### src/rtl/saed32_mem_pkg.sv
// saed32_mem_pkg: SAED32 32x4 dual-port macro geometry, grid sizing helpers and access types
package saed32_mem_pkg;
  localparam int MACRO_W = 4;
  localparam int MACRO_D = 32;
  localparam int MACRO_AW = 5;
  typedef enum logic [1:0] {IDLE, RD, WR} acc_t;
  function automatic int rows_of(input int depth);
    return depth / MACRO_D;
  endfunction
  function automatic int cols_of(input int width);
    return width / MACRO_W;
  endfunction
endpackage

### src/rtl/SRAM2RW32X4.sv
// SRAM2RW32X4: behavioural stand-in for the SAED32 32x4 dual-port macro (registered read, OEB-gated outputs)
module SRAM2RW32X4 (
  input  logic [4:0] A1,
  input  logic [4:0] A2,
  input  logic       CE1,
  input  logic       CE2,
  input  logic       WEB1,
  input  logic       WEB2,
  input  logic       OEB1,
  input  logic       OEB2,
  input  logic       CSB1,
  input  logic       CSB2,
  input  logic [3:0] I1,
  input  logic [3:0] I2,
  output logic [3:0] O1,
  output logic [3:0] O2
);
  logic [3:0] mem [32];
  logic [3:0] r1, r2;
  logic unused_ce2;
  // both port clocks are tied together by the wrapper, so one process models both ports
  assign unused_ce2 = CE2;
  always_ff @(posedge CE1) begin
    if (!CSB2 && !WEB2) mem[A2] <= I2;
    if (!CSB1 && !WEB1) mem[A1] <= I1;
    if (!CSB1 && WEB1) r1 <= mem[A1];
    if (!CSB2 && WEB2) r2 <= mem[A2];
  end
  assign O1 = OEB1 ? '0 : r1;
  assign O2 = OEB2 ? '0 : r2;
endmodule

### src/rtl/wrap_saed32_dp_port_ctrl.sv
// wrap_saed32_dp_port_ctrl: one port's row decode, macro strobes, read pipeline, QV and output mux
module wrap_saed32_dp_port_ctrl
  import saed32_mem_pkg::*;
#(
  parameter int WIDTH = 16,
  parameter int DEPTH = 128,
  parameter int AW = 7,
  parameter int OUT_REG = 0
) (
  input  logic                                      clk,
  input  logic                                      rst,
  input  logic                                      ce,
  input  logic                                      we,
  input  logic [AW-1:0]                             a,
  input  logic [WIDTH/MACRO_W-1:0]                  wem,
  input  logic [rows_of(DEPTH)*WIDTH-1:0]           mo,
  input  logic [WIDTH-1:0]                          fm,
  input  logic [WIDTH-1:0]                          fd,
  output logic [rows_of(DEPTH)*cols_of(WIDTH)-1:0] csb,
  output logic                                      web,
  output logic                                      oeb,
  output logic [WIDTH-1:0]                          q,
  output logic                                      qv
);
  localparam int ROWS = rows_of(DEPTH);
  localparam int COLS = cols_of(WIDTH);
  localparam int RW = ROWS > 1 ? $clog2(ROWS) : 1;
  acc_t acc;
  logic [RW-1:0] row, r1;
  logic v1;
  logic [WIDTH-1:0] d1;
  assign acc = !ce ? IDLE : we ? WR : RD;
  assign row = RW'(a >> MACRO_AW);
  assign web = rst | (acc != WR);
  assign oeb = rst;
  // masked-off columns stay deselected on writes so they are neither written nor read
  for (genvar r = 0; r < ROWS; r++) begin : g_row
    for (genvar c = 0; c < COLS; c++) begin : g_col
      assign csb[r*COLS+c] = rst | (acc == IDLE) | (row != RW'(r)) | ((acc == WR) & !wem[c]);
    end
  end
  always_ff @(posedge clk or posedge rst) begin
    if (rst) begin
      v1 <= 1'b0;
      r1 <= '0;
    end else begin
      v1 <= acc == RD;
      if (acc == RD) r1 <= row;
    end
  end
  assign d1 = (mo[int'(r1)*WIDTH +: WIDTH] & ~fm) | (fd & fm);
  if (OUT_REG != 0) begin : g_oreg
    logic v2;
    logic [WIDTH-1:0] q2;
    always_ff @(posedge clk or posedge rst) begin
      if (rst) begin
        v2 <= 1'b0;
        q2 <= '0;
      end else begin
        v2 <= v1;
        q2 <= v1 ? d1 : '0;
      end
    end
    assign q = q2;
    assign qv = v2;
  end else begin : g_comb
    assign q = v1 ? d1 : '0;
    assign qv = v1;
  end
endmodule

### src/rtl/wrap_saed32_dp_array.sv
// wrap_saed32_dp_array: dual-port SRAM from a grid of SAED32 32x4 macros, collision flag, port-0 write priority
// WRAP_SAED32_BYPASS_EN forwards the writer's data to a same-address reader on an R/W collision.
module wrap_saed32_dp_array
  import saed32_mem_pkg::*;
#(
  parameter int WIDTH = 16,
  parameter int DEPTH = 128,
  parameter int AW = 7,
  parameter int OUT_REG = 0
) (
  input  logic                     CLK,
  input  logic                     RST,
  input  logic                     CE0,
  input  logic                     WE0,
  input  logic [AW-1:0]            A0,
  input  logic [WIDTH-1:0]         D0,
  input  logic [WIDTH/MACRO_W-1:0] WEM0,
  input  logic                     CE1,
  input  logic                     WE1,
  input  logic [AW-1:0]            A1,
  input  logic [WIDTH-1:0]         D1,
  input  logic [WIDTH/MACRO_W-1:0] WEM1,
  output logic [WIDTH-1:0]         Q0,
  output logic                     QV0,
  output logic [WIDTH-1:0]         Q1,
  output logic                     QV1,
  output logic                     COLL
);
  localparam int ROWS = rows_of(DEPTH);
  localparam int COLS = cols_of(WIDTH);
  logic coll, ww, rw0, rw1, ce1, web0, web1, oeb0, oeb1, cw, cr1;
  logic [ROWS*COLS-1:0] csb0, csb1;
  logic [ROWS*WIDTH-1:0] mo0, mo1;
  logic [WIDTH-1:0] fm0, fd0, fm1, fd1;
  assign coll = CE0 & CE1 & (A0 == A1) & (WE0 | WE1);
  assign ww = coll & WE0 & WE1;
  assign rw0 = coll & !WE0;
  assign rw1 = coll & !WE1;
  assign ce1 = CE1 & !ww;
`ifdef WRAP_SAED32_BYPASS_EN
  logic [WIDTH-1:0] m0, m1;
  for (genvar c = 0; c < COLS; c++) begin : g_wm
    assign m0[c*MACRO_W +: MACRO_W] = {MACRO_W{WEM0[c]}};
    assign m1[c*MACRO_W +: MACRO_W] = {MACRO_W{WEM1[c]}};
  end
  always_ff @(posedge CLK or posedge RST) begin
    if (RST) begin
      fm0 <= '0;
      fd0 <= '0;
      fm1 <= '0;
      fd1 <= '0;
    end else begin
      fm0 <= rw0 ? m1 : '0;
      fd0 <= D1;
      fm1 <= rw1 ? m0 : '0;
      fd1 <= D0;
    end
  end
`else
  assign fm0 = '0;
  assign fd0 = '0;
  assign fm1 = '0;
  assign fd1 = '0;
`endif
  always_ff @(posedge CLK or posedge RST) begin
    if (RST) begin
      cw <= 1'b0;
      cr1 <= 1'b0;
    end else begin
      cw <= ww;
      cr1 <= rw0 | rw1;
    end
  end
  // W/W flags one cycle later; R/W flags on the reader's valid cycle
  if (OUT_REG != 0) begin : g_coll2
    logic cr2;
    always_ff @(posedge CLK or posedge RST) begin
      if (RST) cr2 <= 1'b0;
      else cr2 <= cr1;
    end
    assign COLL = cw | cr2;
  end else begin : g_coll1
    assign COLL = cw | cr1;
  end
  wrap_saed32_dp_port_ctrl #(.WIDTH(WIDTH), .DEPTH(DEPTH), .AW(AW), .OUT_REG(OUT_REG)) u_p0 (
    .clk(CLK), .rst(RST), .ce(CE0), .we(WE0), .a(A0), .wem(WEM0), .mo(mo0), .fm(fm0), .fd(fd0),
    .csb(csb0), .web(web0), .oeb(oeb0), .q(Q0), .qv(QV0)
  );
  wrap_saed32_dp_port_ctrl #(.WIDTH(WIDTH), .DEPTH(DEPTH), .AW(AW), .OUT_REG(OUT_REG)) u_p1 (
    .clk(CLK), .rst(RST), .ce(ce1), .we(WE1), .a(A1), .wem(WEM1), .mo(mo1), .fm(fm1), .fd(fd1),
    .csb(csb1), .web(web1), .oeb(oeb1), .q(Q1), .qv(QV1)
  );
  for (genvar r = 0; r < ROWS; r++) begin : g_row
    for (genvar c = 0; c < COLS; c++) begin : g_col
      SRAM2RW32X4 u_mac (
        .A1(A0[MACRO_AW-1:0]), .A2(A1[MACRO_AW-1:0]), .CE1(CLK), .CE2(CLK),
        .WEB1(web0), .WEB2(web1), .OEB1(oeb0), .OEB2(oeb1),
        .CSB1(csb0[r*COLS+c]), .CSB2(csb1[r*COLS+c]),
        .I1(D0[c*MACRO_W +: MACRO_W]), .I2(D1[c*MACRO_W +: MACRO_W]),
        .O1(mo0[r*WIDTH+c*MACRO_W +: MACRO_W]), .O2(mo1[r*WIDTH+c*MACRO_W +: MACRO_W])
      );
    end
  end
endmodule
### config.mk
export PLATFORM = sky130hd
export DESIGN_NAME = wrap_saed32_dp_array
export DESIGN_NICKNAME = d
export VERILOG_FILES = /design/src/rtl/saed32_mem_pkg.sv /design/src/rtl/SRAM2RW32X4.sv /design/src/rtl/wrap_saed32_dp_port_ctrl.sv /design/src/rtl/wrap_saed32_dp_array.sv
export SDC_FILE = /design/constraint.sdc
export NUM_CORES = 2
export LEC_CHECK = 0
export CORE_UTILIZATION = 45
export DETAILED_ROUTE_END_ITERATION = 6
export PLACE_DENSITY = 0.56
export SYNTH_ARGS = -nofsm -noshare
export SYNTH_HDL_FRONTEND = slang
export SYNTH_SLANG_ARGS = --single-unit
export TNS_END_PERCENT = 50
### constraint.sdc
create_clock -name CLK -period 3.7 [get_ports CLK]
set_input_delay 0.74 -clock CLK [delete_from_list [all_inputs] [get_ports CLK]]
set_output_delay 0.74 -clock CLK [all_outputs]
set_load 0.02 [all_outputs]
; After elaboration in Yosys (flattened, before gate mapping)
; Memories as Yosys holds them, arrays and structs flattened. A register that Yosys moved wholly into a read port is not among the register bits.
; Index checks and enable logic that the tools add are counted.
[totals]
ram_bits = 2048
mem_count = 16
out_inout_bits = 35
word_cells = 315
ff_bits = 8
in_bits = 60
[classes]
n_bitwise = 63
shifts = 2
n_mux = 102
n_eq_ne = 13
reduce_logical = 113
[memory_table]
columns = memory, depth, word_bits, read_ports, rd_ports_with_merged_regs, wr, line
row1 = g_row[0].g_col[0].u_mac.mem, 32, 4, 2, 2, 2, SRAM2RW32X4.sv:18  ; logic [3:0] mem [32];
row2 = g_row[0].g_col[1].u_mac.mem, 32, 4, 2, 2, 2, SRAM2RW32X4.sv:18
row3 = g_row[0].g_col[2].u_mac.mem, 32, 4, 2, 2, 2, SRAM2RW32X4.sv:18
row4 = g_row[0].g_col[3].u_mac.mem, 32, 4, 2, 2, 2, SRAM2RW32X4.sv:18
row5 = g_row[1].g_col[0].u_mac.mem, 32, 4, 2, 2, 2, SRAM2RW32X4.sv:18
row6 = g_row[1].g_col[1].u_mac.mem, 32, 4, 2, 2, 2, SRAM2RW32X4.sv:18
row7 = 10 more memories, n/a, n/a, n/a, n/a, n/a, n/a
[ops]
columns = op, n
row1 = $mux W4, 32
row2 = $shiftx A64 B7 Y16, 2
row3 = $logic_and A1 B1 Y1, 64
row4 = $mux W1, 64
row5 = $or A1 B1 Y1, 47
row6 = $logic_not A1 Y1, 45
row7 = $mux W16, 2
row8 = $and A1 B1 Y1, 16
row9 = $ne A2 B2 Y1 const B, 6
row10 = $mux W2, 4
row11 = $eq A7 B7 Y1, 1
row12 = $eq A2 B1 Y1 const B, 2
row13 = $eq A2 B2 Y1 const B, 2
row14 = $logic_not A2 Y1, 2
row15 = $ne A2 B1 Y1 const B, 2
row16 = $reduce_bool A2 Y1, 2

; Depth between registers and ports, before layout
[logic_depth]
depth_word = 16
ltp_mapped = 8
mapped_depth_nobuf = 4

; Cells and area by module
; A second synthesis with hierarchy kept.
[unflattened]
cells_unflattened = 10668
hier_area_um2 = 138719.3
[by_module_without_submodules]
columns = module, area_per_inst_um2, cells_each, n_inst, seq_area_each_um2
row1 = SRAM2RW32X4 (g_row[0].g_col[3].u_mac ...), 8514.4, 644, 13, 4083.9
row2 = SRAM2RW32X4 (g_row[0].g_col[1].u_mac ...), 8464.4, 659, 2, 4083.9
row3 = SRAM2RW32X4 (g_row[0].g_col[0].u_mac), 8630.8, 676, 1, 4083.9
row4 = wrap_saed32_dp_port_ctrl, 1147.4, 141, 2, 75.1
row5 = wrap_saed32_dp_array, 177.7, 20, 1, 50.0

; Worst setup path after synthesis
; No wires, ideal clock.
[synth_timing]
kind = input -> output
from = input port RST
to = output port Q1[10]
required_time_ns = 2.960
stages = 5
n_path_buf = 3
setup_slack_ns = 0.979
arrival_time_ns = 1.981
path_cell_list = clkbuf_1 -> clkbuf_1 -> inv_1 -> clkbuf_1 -> and3_1
[synth_via]
elab_chain_len = 3
word_cells_on_any_way = 6
[synth_rtl]
columns = item, line
row1 = from (decl), wrap_saed32_dp_array.sv:12  ; input logic RST,
row2 = $mux W4, SRAM2RW32X4.sv:30  ; assign O2 = OEB2 ? '0 : r2;
row3 = $shiftx A64 B7 Y16 *, wrap_saed32_dp_port_ctrl.sv:51  ; assign d1 = (mo[int'(r1)*WIDTH +: WIDTH] & ~fm) | (fd & fm);
row4 = $mux W16 *, wrap_saed32_dp_port_ctrl.sv:67  ; assign q = v1 ? d1 : '0;
row5 = to (decl), wrap_saed32_dp_array.sv:25  ; output logic [WIDTH-1:0] Q1,
; Mark *: on every way between the ends. The rest lies on a longest branch, timed or not.

; Worst setup path in the final report
[layout_timing]
from = register u_p0.r1[0]
to = output port Q0[15]
[layout_via]
elab_chain_len = 2
[layout_rtl]
columns = item, line
row1 = from (decl), wrap_saed32_dp_port_ctrl.sv:29  ; logic [RW-1:0] row, r1;
row2 = from (signal assigned), wrap_saed32_dp_port_ctrl.sv:48  ; if (acc == RD) r1 <= row;
row3 = $shiftx A64 B7 Y16, wrap_saed32_dp_port_ctrl.sv:51
row4 = $mux W16, wrap_saed32_dp_port_ctrl.sv:67
row5 = to (decl), wrap_saed32_dp_array.sv:23  ; output logic [WIDTH-1:0] Q0,
; Every way passes these cells.

==> key figures <==
Clock network
  – CTS max path bufs: 4
  – # hold bufs at CTS: 0
  – Clock sink count: roughly 2.2k
  – Clock root buffer: clkbuf_16
  – CTS tree: done
  – # H-tree levels: 4
  – Clock transition at path regs: 0.07 ns
  – Post-CTS setup buffer count: 0
  – Cts bufs inserted: 245
  – Clk_lat worst skew: about 0.97 ns

Logic synthesis
  – Largest cells by area after synthesis: edfxtp_1 50%, mux4_2 18%, mux2_2 16%
  – Yosys cell types: 44
  – Post-Synthesis Cell Area: 130,000 um^2
  – #FFs+latches synth: 2,184
  – Post-synthesis sequential area ratio: ~50%
  – Post-synth top area share: 50.3%
  – Post-synth EDFFs: 2,176
  – Count leader, synth: edfxtp_1
  – Synth top cells by count: 2,176 x edfxtp_1, 1,858 x mux2_2, 1,056 x mux4_2, 734 x clkbuf_1, 512 x a22oi_1
  – Syn nets: 8,504
  – Syn Area/Cell: 15.4 um^2
  – Post-synth ARST share: 0.366%
  – Synth Instances: 8,444
  – Ys flop type: edfxtp_1
  – Synth area leader: edfxtp_1
  – Yosys warnings: 0

Timing
  – Number of failing hold endpoints at the final stage: 0
  – Final period util: 100%
  – Final setup violation count: 2
  – Final Critical Period: 3.71 ns
  – Worst-case clock skew: roughly 0.046 ns
  – Worst Tran Pin Value: 1.22 ns
  – Max Clk Rate: 270 MHz
  – RSZ-0062 raised after global routing: no
  – Final Worst Setup Slack: -0.0103 ns
  – Final slew viol count: 0
  – Slew HR: 18.5%

Detailed routing
  – Via count: 91.4k
  – Post-DRT Antenna Nets: 0
  – Residual DRC: 0
  – Drt wl/cell: 44.7 um
  – Final WL: 560,000 um
  – Vias per inst: 7.31
  – 1st-iter DRT viols: 15.1k
  – TritonRoute pass-1 iters: 7

Finish
  – P&R area growth vs syn: 14.3%
  – Fraction of layout instances using a drive strength above 1: 55.1%
  – NumNets Final: 8,554
  – Design area: 149,000 um^2

GRT
  – Vias in the first global route: 89.2k
  – Pin count of the biggest net entering global routing: 129
  – Initial antenna violation count: 69
  – GRT overflow: 0
  – First-pass GRT wire length: 760,000 um
  – GRT Overall Usage: a little under two fifths

Power and ir drop
  – VDD IR max: about 460 uV
  – Reg power frac: a little under half
  – NetSw: 14.9 mW
  – Clk pwr share: about 42%
  – Switch share: 25.3%
  – Pwr per Cell Area: 396 nW/um^2
  – Comb pwr share: 11.5%
  – Pint: 43.9 mW
  – Leak: between 40 and 50 nW

Hold path
  – Worst Hold Path EP: g_row[0].g_col[0].u_mac.mem[12][0]$_DFFE_PP_
  – Min-Delay Path Class: in -> reg
  – Hold Crit Depth: 2
  – Min-delay src: D1[0]

Place
  – Worst slack at placement: -0.103 ns
  – IO Port Bufs: between 90 and 100
  – Area post-placement: 140,000 um^2
  – Detail Placement HPWL: 376,000 um
  – GPL Wtd Cong: 0.986

Floorplanning
  – Die width: between 500 and 600 um
  – Total I/O pin count: 95
  – Row count: 196
  – Core Region: 286,000 um^2
  – Die Area: roughly 290,000 um^2
  – Die Span Y: 539 um
  – Initial core utilization: 45.4%

Worst setup path
  – Reg-to-Reg End: g_row[2].g_col[1].u_mac.r1[0]$_DFFE_PP_
  – WP data arrival: 2.97 ns
  – Critical path endpoint category: primary output
  – CP Max Fanout: 13
  – Critical path type: reg -> out
  – R2r worst-path depth: 3
  – RR Startpoint: g_row[2].g_col[1].u_mac.mem[19][0]$_DFFE_PP_
  – Reg2Reg Setup Slack: 1.54 ns
  – Startpoint Class: register
  – Required @ worst endpoint: approximately 3.0 ns

Run status
  – Failing checks: setup timing
  – Status: finished with violations

Job
  – Max-cap violations: 0
how the worst max path moves through the flow:
| stage | slack [ns] | cells past startpoint | endpoint | from |
|---|---|---|---|---|
| 2_1_floorplan | 0.98 | 5 | Q1[10] | RST |
| 3_3_place_gp | -0.04 | 7 | g_row[0].g_col[0].u_mac.mem[12][2]$_DFFE_PP_ | A1[5] |
| 3_5_place_dp | -0.10 | 6 | g_row[0].g_col[3].u_mac.mem[1][1]$_DFFE_PP_ | A1[5] |
| 4_1_cts | 0.005 | 4 | Q0[9] | u_p0.r1[0]$_DFFE_PP0P_ |
| 5_1_grt | 0.02 | 5 | Q0[13] | u_p0.r1[0]$_DFFE_PP0P_ |
| 6_report | -0.01 | 5 | Q0[15] | u_p0.r1[0]$_DFFE_PP0P_ |
registers in the layout, summed over array words and instances, names as in the netlist:
signal                 cells
g_row.g_col.u_mac.mem   2048
u_p0.r1                    2
u_p1.qv                    1
g_row.g_col.u_mac.r1      64
u_p1.r1                    2
cr1                        1
g_row.g_col.u_mac.r2      64
u_p0.qv                    1
cw                         1
worst max-delay path, cell delays in order (launching register included):
cell	delay (ns)
dfrtp_2	0.37
buf_12	0.22
buf_6	0.20
mux4_2	0.75
and3_1	0.29
buf_4	0.15
area by class of cell:
class | count | area (um^2)
inverter | 2 | 7.51
tap | 3762 | 4710
antenna | 55 | 138
sequential | 2184 | 65500
timing repair buffer | 846 | 9600
clock buffer | 295 | 6400
fill | 23400 | 138000
clock inverter | 150 | 1480
multi-input combinational | 5215 | 60600
layer usage:
metal  vias up  GRT usage [%]  share of wire [%]
li1      34700              -                  -
met1     47700           49.0                 36
met2      7341           55.4                 44
met3      1650           9.94                 12
met4        28           27.0                8.1
met5         -              0              0.043
layout by cell type (no fill, tap or decap), drive strengths merged, types with 26 or more instances in the layout:
cell,n
nor2,464
nand2,355
clkdlybuf4s50,26
buf,800
mux4,1056
nand4,131
a31o,368
and3,34
o21ai,144
diode,55
clkbuf,295
mux2,2050
a22oi,512
edfxtp,2176
clkinv,106
power groups by stage:
| stage | clock network [mW] | logic, mW | registers [mW] |
|---|---|---|---|
| floorplan | 0 | 3.71 | 27.8 |
| global placement | 0 | 6.54 | 27.8 |
| detailed placement | 0 | 6.55 | 27.8 |
| CTS | 24.8 | 6.59 | 27.3 |
| global route | 25.7 | 6.84 | 27.3 |
| finish | 24.8 | 6.77 | 27.3 |
cell families after synthesis:
| kind of cell | Yosys count | share of synthesized area, % |
|---|---|---|
| AOI/OAI and AO/OA | 1026 | 6.00 |
| xor gates and xnor gates | 7 | 0.0472 |
| buffers and inverters | 1045 | 3.30 |
| muxes | 3106 | 36.1 |
| DFF | 2184 | 50.4 |
| and+or+nand+nor | 1076 | 4.16 |
timing repair:
item                       CTS  global route
setup endpoints to repair   24             1
gates resized for setup     30             1
pin swaps                    0             0
through the flow:
step	utilization, %	std cells	setup TNS (ns)	hold slack (ns)	power, mW
detailed placement	49.1	12000	-10.08	0.770	34.4
global route	51.9	12500	0	0.201	59.8
floorplan	-	8444	0	0.744	31.5
CTS	51.8	12500	0	0.169	58.7
finish	51.9	12500	-0.0105	0.228	58.8
global placement	49.1	12000	-1.81	0.747	34.4
No activity file was read; power rests on OpenSTA's default activity.
